===== src/rtl/sd_cmd_master.sv =====
// rtl/sd_cmd_master.sv - SPI-mode SD command issuer: CRC7 framed command out, R1 poll in
module sd_cmd_master #(
    parameter int CLK_DIV  = 4,
    parameter int MAX_POLL = 8
) (
    input  logic        clk,
    input  logic        rst_n,
    input  logic        cmd_valid,
    output logic        cmd_ready,
    input  logic [5:0]  cmd_index,
    input  logic [31:0] cmd_arg,
    output logic        resp_valid,
    output logic [7:0]  resp_r1,
    output logic        resp_timeout,
    output logic        busy,
    output logic        sclk,
    output logic        mosi,
    input  logic        miso,
    output logic        cs_n
);

    localparam logic [15:0] DIV_LAST  = 16'(CLK_DIV - 1);
    localparam logic [15:0] POLL_LAST = 16'(MAX_POLL - 1);

    typedef enum logic [2:0] {
        S_IDLE,
        S_SEND,
        S_POLL,
        S_DONE,
        S_RESP
    } state_t;

    state_t      state;
    logic [15:0] div_cnt;
    logic [5:0]  bit_cnt;
    logic [15:0] poll_cnt;
    logic [46:0] frame;
    logic [7:0]  poll_byte;
    logic [7:0]  result;
    logic        result_to;
    logic [39:0] msg;
    logic        tick;

    function automatic logic [6:0] crc7(input logic [39:0] data);
        logic [6:0] crc;
        logic       fb;
        crc = 7'd0;
        for (int i = 39; i >= 0; i--) begin
            fb  = data[i] ^ crc[6];
            crc = {crc[5:0], 1'b0} ^ (fb ? 7'h09 : 7'h00);
        end
        return crc;
    endfunction

    assign msg  = {2'b01, cmd_index, cmd_arg};
    assign tick = (div_cnt == DIV_LAST);

    always_ff @(posedge clk or negedge rst_n) begin
        if (!rst_n) begin
            state        <= S_IDLE;
            sclk         <= 1'b0;
            cs_n         <= 1'b1;
            mosi         <= 1'b1;
            cmd_ready    <= 1'b1;
            busy         <= 1'b0;
            resp_valid   <= 1'b0;
            resp_timeout <= 1'b0;
            resp_r1      <= 8'hFF;
            div_cnt      <= 16'd0;
            bit_cnt      <= 6'd0;
            poll_cnt     <= 16'd0;
            frame        <= 47'd0;
            poll_byte    <= 8'hFF;
            result       <= 8'hFF;
            result_to    <= 1'b0;
        end else begin
            resp_valid <= 1'b0;
            case (state)
                S_IDLE: begin
                    if (cmd_valid) begin
                        // mosi carries frame bit 47; frame holds the remaining 47 bits
                        mosi      <= msg[39];
                        frame     <= {msg[38:0], crc7(msg), 1'b1};
                        cs_n      <= 1'b0;
                        sclk      <= 1'b0;
                        cmd_ready <= 1'b0;
                        busy      <= 1'b1;
                        div_cnt   <= 16'd0;
                        bit_cnt   <= 6'd0;
                        state     <= S_SEND;
                    end
                end
                S_SEND, S_POLL: begin
                    if (!tick) begin
                        div_cnt <= div_cnt + 16'd1;
                    end else begin
                        div_cnt <= 16'd0;
                        sclk    <= ~sclk;
                        if (!sclk) begin
                            if (state == S_POLL)
                                poll_byte <= {poll_byte[6:0], miso};
                        end else if (state == S_SEND) begin
                            frame <= {frame[45:0], 1'b1};
                            if (bit_cnt == 6'd47) begin
                                mosi     <= 1'b1;
                                bit_cnt  <= 6'd0;
                                poll_cnt <= 16'd0;
                                state    <= S_POLL;
                            end else begin
                                mosi    <= frame[46];
                                bit_cnt <= bit_cnt + 6'd1;
                            end
                        end else if (bit_cnt == 6'd7) begin
                            // falling edge closing a poll byte: decide response or retry
                            bit_cnt  <= 6'd0;
                            poll_cnt <= poll_cnt + 16'd1;
                            if (!poll_byte[7]) begin
                                result    <= poll_byte;
                                result_to <= 1'b0;
                                state     <= S_DONE;
                            end else if (poll_cnt == POLL_LAST) begin
                                result    <= 8'hFF;
                                result_to <= 1'b1;
                                state     <= S_DONE;
                            end
                        end else begin
                            bit_cnt <= bit_cnt + 6'd1;
                        end
                    end
                end
                S_DONE: begin
                    cs_n         <= 1'b1;
                    resp_valid   <= 1'b1;
                    resp_r1      <= result;
                    resp_timeout <= result_to;
                    state        <= S_RESP;
                end
                S_RESP: begin
                    cmd_ready <= 1'b1;
                    busy      <= 1'b0;
                    state     <= S_IDLE;
                end
                default: state <= S_IDLE;
            endcase
        end
    end

endmodule


===== config.mk =====
export PLATFORM = sky130hd
export DESIGN_NAME = sd_cmd_master
export DESIGN_NICKNAME = d
export VERILOG_FILES = /design/src/rtl/sd_cmd_master.sv
export SDC_FILE = /design/constraint.sdc
export NUM_CORES = 1
export LEC_CHECK = 0
export CAP_MARGIN = 20
export CORE_AREA = 3 3 166 87
export DETAILED_ROUTE_END_ITERATION = 7
export DIE_AREA = 0 0 169 90
export PLACE_DENSITY = 0.7
export SYNTH_ARGS = -nofsm -noshare
export SYNTH_HDL_FRONTEND = slang
export SYNTH_SLANG_ARGS = --single-unit

===== constraint.sdc =====
create_clock -name clk -period 6.36 [get_ports clk]
set_input_delay 1.272 -clock clk [delete_from_list [all_inputs] [get_ports clk]]
set_output_delay 1.272 -clock clk [all_outputs]
set_load 0.02 [all_outputs]

== Yosys cells after proc, flatten, opt, wreduce, memory -nomap -nowiden ==
Index checks and enable logic that the tools add are counted.

* Eq/ne operators: 17
* Mux-type cells: 82
* Magnitude comparators: 0
* Div/mod/pow operators: 0
* Multiply operators: 0
* Shifts and indexed selects: 0
* Bitwise logic cells: 77
* $add $sub $neg: 3
* Reductions and logical operators: 16

{| class="wikitable"
|+ Operator list
! cell !! number
|-
| $xor 7x4->7 || 36
|-
| $mux 47 || 4
|-
| $mux 4 || 38
|-
| $pmux 47 s2 || 1
|-
| $mux 16 || 5
|-
| $mux 6 || 6
|-
| $xor 1x1->1 || 35
|-
| $add 16x1->16 const B || 2
|-
| $pmux 16 s2 || 1
|-
| $mux 3 || 8
|-
| $eq 16x2->1 const B || 1
|-
| $eq 16x3->1 const B || 1
|-
| $mux 8 || 2
|-
| $pmux 6 s2 || 1
|-
| $reduce_and 6->1 || 2
|-
| $mux 1 || 10
|-
| $pmux 1 s2 || 5
|-
| $reduce_and 5->1 || 2
|-
| $pmux 3 s3 || 1
|-
| $ne 2x2->1 const B || 4
|-
| $reduce_and 4->1 || 2
|-
| $reduce_bool 2->1 || 4
|-
| $add 6x1->6 const B || 1
|-
| $eq 3x2->1 const B || 2
|-
| other kinds (15) || 21
|}

* Output and inout port bits: 15
* Logic and storage cells: 211
* Memory bits (read-only): 0
* Memories kept: 0
* Memory bits (writable): 0
* Latch bits: 0
* Flip-flop bits (word level): 120
* Input bits: 42

== Longest topological paths before layout ==
* Depth in word-level cells: 111
* Depth in mapped cells: 9
* Mapped depth without buffers: 7

== Worst setup path before layout ==
Ideal clock, no wire load.

* Kind: input to register
* Start: input port cmd_index[5]
* End: register frame[6]
* Setup slack: 3.174 ns
* Data arrival time: 3.092 ns
* Cell stages on the path: 6
* Required time: 6.266 ns
* Path buffers: 0
* Setup time: 0.094 ns
* Cell sequence: xnor3_2 -> xnor2_2 -> xnor3_2 -> xnor3_2 -> xnor2_1 -> a211oi_1

* Word-level cells in the longest chain between the ends: 56
* Elaborated cells on any way between the ends: 80
* Those cells by class: 23 x mux; 57 x bitwise

{| class="wikitable"
|+ RTL lines
! item !! RTL line !! source
|-
| start, declared || 10 || <nowiki>input logic [5:0] cmd_index,</nowiki>
|-
| $mux 4 (*) || 50 || <nowiki>crc = {crc[5:0], 1'b0} ^ (fb ? 7'h09 : 7'h00);</nowiki>
|-
| $xor 6x4->6 (*) || 50 ||
|-
| $xor 7x4->7 (*) (2 in series) || 50 ||
|-
| $xor 1x1->1 / $xor 7x4->7 (equally long branches) || 49, 50 ||
|-
| $mux 4 / $xor 7x4->7 (equally long branches) || 50 ||
|-
| $xor 7x4->7 (*) (4 in series) || 50 ||
|-
| $xor 1x1->1 / $xor 7x4->7 (equally long branches) || 49, 50 ||
|-
| $mux 4 / $xor 7x4->7 (equally long branches) || 50 ||
|-
| [... 28 more ...] || n/a ||
|-
| $xor 1x1->1 / $xor 7x4->7 (equally long branches) || 49, 50 ||
|-
| $mux 4 / $xor 7x4->7 (equally long branches) || 50 ||
|-
| $xor 7x4->7 (*) (4 in series) || 50 ||
|-
| $xor 1x1->1 / $xor 7x4->7 (equally long branches) || 49, 50 ||
|-
| $mux 4 / $xor 7x4->7 (equally long branches) || 50 ||
|-
| $xor 7x4->7 (*) (6 in series) || 50 ||
|-
| $mux 47 (*) || 80 || <nowiki>if (cmd_valid) begin</nowiki>
|-
| $pmux 47 s2 (*) || 78 || <nowiki>case (state)</nowiki>
|-
| end signal, assigned || 83 || <nowiki>frame <= {msg[38:0], crc7(msg), 1'b1};</nowiki>
|-
| end signal, assigned || 103 || <nowiki>frame <= {frame[45:0], 1'b1};</nowiki>
|-
| end, declared || 37 || <nowiki>logic [46:0] frame;</nowiki>
|}

Mark *: on every way between the ends. The rest lies on a longest branch, timed or not. The select of a mux whose other input is x is not followed.
A chain may end at the register's enable or synchronous reset.

== Worst setup path after layout ==
Same ends and word-level chain as after synthesis.

==> flow_metrics.tcl <==
set metrics [dict create \
    fin_area_mm2 0.00795 \
    cts_max_path_buffers 2 \
    clock_buffers_created_by_tritoncts 17 \
    multiInputGateArea_mm2 0.00333 \
    numClockSinks 120 \
    portBuffers 56 \
    timing.final.setup_violations 0 \
    clockRootBuffer "sky130_fd_sc_hd__clkbuf_16" \
    finalMaxSlewViolations 0 \
    synthFlopType "sky130_fd_sc_hd__dfrtp_1" \
    synth_top_family_by_area "simple AND/OR/NAND/NOR gates" \
    timing.critical_path.from "cmd_index[5]" \
    place.detailed.hpwl_mm 9.81 \
    worst-slew-pin-transition_ns 0.863 \
    synth_xor_area_share_pct 15.9 \
    switching_share_pct 37.5 \
    top_level_ports 57 \
    min_path_type "register to register" \
    status "completed" \
    ys_ff_latch 120 \
    post-cts-setup-buffers 0 \
    cts_tree "yes" \
    final_layout_size_suffix_gt1_share_pct 12.6 \
    finClkSkew_ns 0.0120 \
    fin_crit_ns 3.51 \
    wl_per_cell_um 15.4 \
    first_global_vias 4837 \
    ff_latch_area_mm2 0.00304 \
    synth-edff-count 0 \
    net_switching_power_figure_uw 1430 \
    synth_compound_area_share_pct 10.6 \
    met1_usage_pct 27.8 \
    holdBufCountCts 0 \
    post_synth_num_cell_types 49 \
    crit_path_end_kind "register" \
    ir_drop_mv 0.311 \
    postSynthAreaPerCell_um2 9.50 \
    power_frac_clock_pct 28.2 \
    drcViolationCount 0 \
    firstDrtPassIters 5 \
    grt_overflow 0 \
    floorplan.core_area_mm2 0.0128 \
    path_clk_slew_ns 0.06 \
    leakage_uw 0.00344 \
    area_growth_syn_to_layout_pct 21.8 \
    max_freq_mhz 285 \
    synth_warnings 0 \
    max-slew-margin-rel_pct 41.6 \
    maximum_net_fanout_on_the_critical_path 3 \
    share_comb_of_total_power_pct 42.2 \
    design.die.area_mm2 0.0152 \
    grt_pass1_wl_mm 24.1 \
    number_of_fillers_in_the_final_layout 1062 \
    rows 29 \
    yosysSeqAreaShare_pct 46.5 \
    reg2reg_start "state[0]" \
    final_min_period_over_clock_period_pct 55.2 \
    largest_net_degree_at_the_start_of_global_routing 72 \
    power_density_mw_per_mm2 481 \
    start_util_pct 50.9 \
    average_vias_per_placed_instance 5.54 \
    detail-route-antenna-nets 0 \
    dieHeight_um 90 \
    grt_setup_unrepaired "no" \
    routed_wirelength_mm 14.2 \
    setup.worst_path.start_class "primary input" \
    synth_cells 687 \
    grt_antenna_before_repair 0 \
    critical_path_required_ns 6.67 \
    max_cap_viol_count 0 \
    netlist_area_mm2 0.00653 \
    timing_worst_setup_path_type "primary input to register" \
    min-delay-start "resp_r1[6]" \
    post_synth_mux_area_share_pct 1.90 \
    synth_fa_ha_area_share_pct 0.575 \
    grt_use_total_pct 19.5 \
    die_width_um 169 \
    gp_congestion 0.875 \
    post_synth_and_or_nand_nor_area_fraction_pct 21.6 \
    grt_use_met2_pct 29.8 \
    detailroute.via_count 5087 \
    portion_of_total_power_attributed_to_sequential_cells_pct 29.6 \
    grt_use_met3_pct 4.12 \
    dr.first_iter.drc_count 308 \
    number_of_gates_resized_after_cts 0 \
    fin_nets 781 \
    setup_total_negative_slack_ns 0 \
    hold_viol_final 0 \
    ctsHtreeMaxLevel 4 \
    antenna-diode-count 0 \
    synth.net_count 732 \
    placed_cell_area_mm2 0.00724 \
    internal_power_contribution_uw 2390 \
    clk_lat_worst_skew_ns 0.41 \
    cp.arrival_ns 3.82 \
    top_usage_layer "met2" \
    synthArstFlopShare_pct 100 \
]
[worst max-delay path, stage by stage]
cell	delay (ns)
sky130_fd_sc_hd__clkdlybuf4s50_1	0.55
sky130_fd_sc_hd__xnor3_2	0.51
sky130_fd_sc_hd__xnor2_2	0.23
sky130_fd_sc_hd__xnor3_2	0.50
sky130_fd_sc_hd__xnor3_2	0.38
sky130_fd_sc_hd__xnor2_1	0.14
sky130_fd_sc_hd__a211oi_1	0.24
[cells in the mapped netlist (8+ instances only)]
master / n / area (um^2)
sky130_fd_sc_hd__xnor2_1: 40 / 350
sky130_fd_sc_hd__nand3_1: 13 / 65.1
sky130_fd_sc_hd__nand2b_1: 9 / 56.3
sky130_fd_sc_hd__clkbuf_1: 23 / 86.3
sky130_fd_sc_hd__nor4_1: 12 / 75.1
sky130_fd_sc_hd__dfrtp_1: 93 / 2330
sky130_fd_sc_hd__xnor3_1: 12 / 270
sky130_fd_sc_hd__inv_1: 11 / 41.3
sky130_fd_sc_hd__mux2_2: 11 / 124
sky130_fd_sc_hd__nand4_1: 13 / 81.3
sky130_fd_sc_hd__o21ai_0: 27 / 135
sky130_fd_sc_hd__a21oi_1: 22 / 110
sky130_fd_sc_hd__a31oi_1: 39 / 244
sky130_fd_sc_hd__nor3_1: 9 / 45.0
sky130_fd_sc_hd__nor2_1: 85 / 319
sky130_fd_sc_hd__xor2_1: 22 / 193
sky130_fd_sc_hd__buf_2: 10 / 50.1
sky130_fd_sc_hd__nand2_1: 134 / 503
sky130_fd_sc_hd__dfstp_2: 27 / 709
sky130_fd_sc_hd__o31ai_1: 8 / 60.1
[metrics by stage]
| stage | instances | worst slack [ns] | power (uW) | utilization (%) | hold slack [ns] |
|---|---|---|---|---|---|
| after floorplan | 687 | 3.17 | 2360 | - | 0.429 |
| after global placement | 886 | 2.25 | 2690 | 56.5 | 0.445 |
| after detailed placement | 886 | 2.13 | 2740 | 56.5 | 0.447 |
| after CTS | 918 | 2.57 | 3830 | 61.9 | 0.457 |
| after global routing | 919 | 2.77 | 4100 | 62.0 | 0.468 |
| final | 919 | 2.85 | 3820 | 62.0 | 0.454 |
[cells by family (layout without fill, tap and decap cells)]
| logic type | count (synthesis) | count (layout) |
|---|---|---|
| muxes | 11 | 11 |
| AOI/OAI and AO/OA | 114 | 114 |
| buffers and inverters | 46 | 108 |
| and+or+nand+nor | 309 | 309 |
| xor gates and xnor gates | 84 | 84 |
| DFF | 120 | 120 |
| adders and majority gates | 3 | 3 |
[power by group through the flow]
stage               Clock (uW)  Sequential [uW]  Combinational (uW)
finish                    1080             1130                1610
global placement             0             1140                1550
global route              1140             1160                1810
CTS                       1100             1130                1600
floorplan                    0             1100                1260
detailed placement           0             1140                1600
[registers in the layout, summed over array words and instances (netlist names)]
register      flops
frame            47
resp_valid        1
result            8
bit_cnt           6
result_to         1
cs_n              1
div_cnt          16
cmd_ready         1
busy              1
resp_timeout      1
mosi              1
state             3
sclk              1
poll_byte         8
resp_r1           8
poll_cnt         16
[layout by cell type (no fill, tap or decap), types with 13 or more instances in the layout]
cell                              netlist  final
sky130_fd_sc_hd__a31oi_1               39     39
sky130_fd_sc_hd__nand2_1              134    134
sky130_fd_sc_hd__nand3_1               13     13
sky130_fd_sc_hd__o21ai_0               27     27
sky130_fd_sc_hd__dfstp_2               27     27
sky130_fd_sc_hd__xnor2_1               40     40
sky130_fd_sc_hd__a21oi_1               22     21
sky130_fd_sc_hd__nor2_1                85     85
sky130_fd_sc_hd__dfrtp_1               93     93
sky130_fd_sc_hd__clkbuf_16              0     24
sky130_fd_sc_hd__clkdlybuf4s50_1        0     55
sky130_fd_sc_hd__xor2_1                22     22
sky130_fd_sc_hd__nand4_1               13     13
[routing by layer]
metal	share of wire [%]	vias up
met5	0	-
met4	1.4	0
met2	45	136
met3	4.9	16
li1	-	2477
met1	48	2458
[final timing paths]
check / endpoint / slack (ns) / cells past startpoint
hold reg to reg: resp_r1[6] / 0.45 / 2
setup reg to reg: mosi / 3.52 / 8
hold / removal: resp_r1[6] / 0.45 / 2
max in group asynchronous: resp_r1[0] / 4.54 / 2
setup / recovery: frame[6] / 2.85 / 7
min in group asynchronous: frame[25] / 0.84 / 1
[layout make-up]
class / instances / share of cell area, %
Inverter: 12 / 0.567
Timing Repair Buffer: 64 / 7.94
Sequential cell: 120 / 38.2
Multi-Input combinational cell: 521 / 41.9
Tap cell: 170 / 2.68
Clock buffer: 27 / 7.95
Clock inverter: 5 / 0.709
Power figures use the tool's default switching activity.
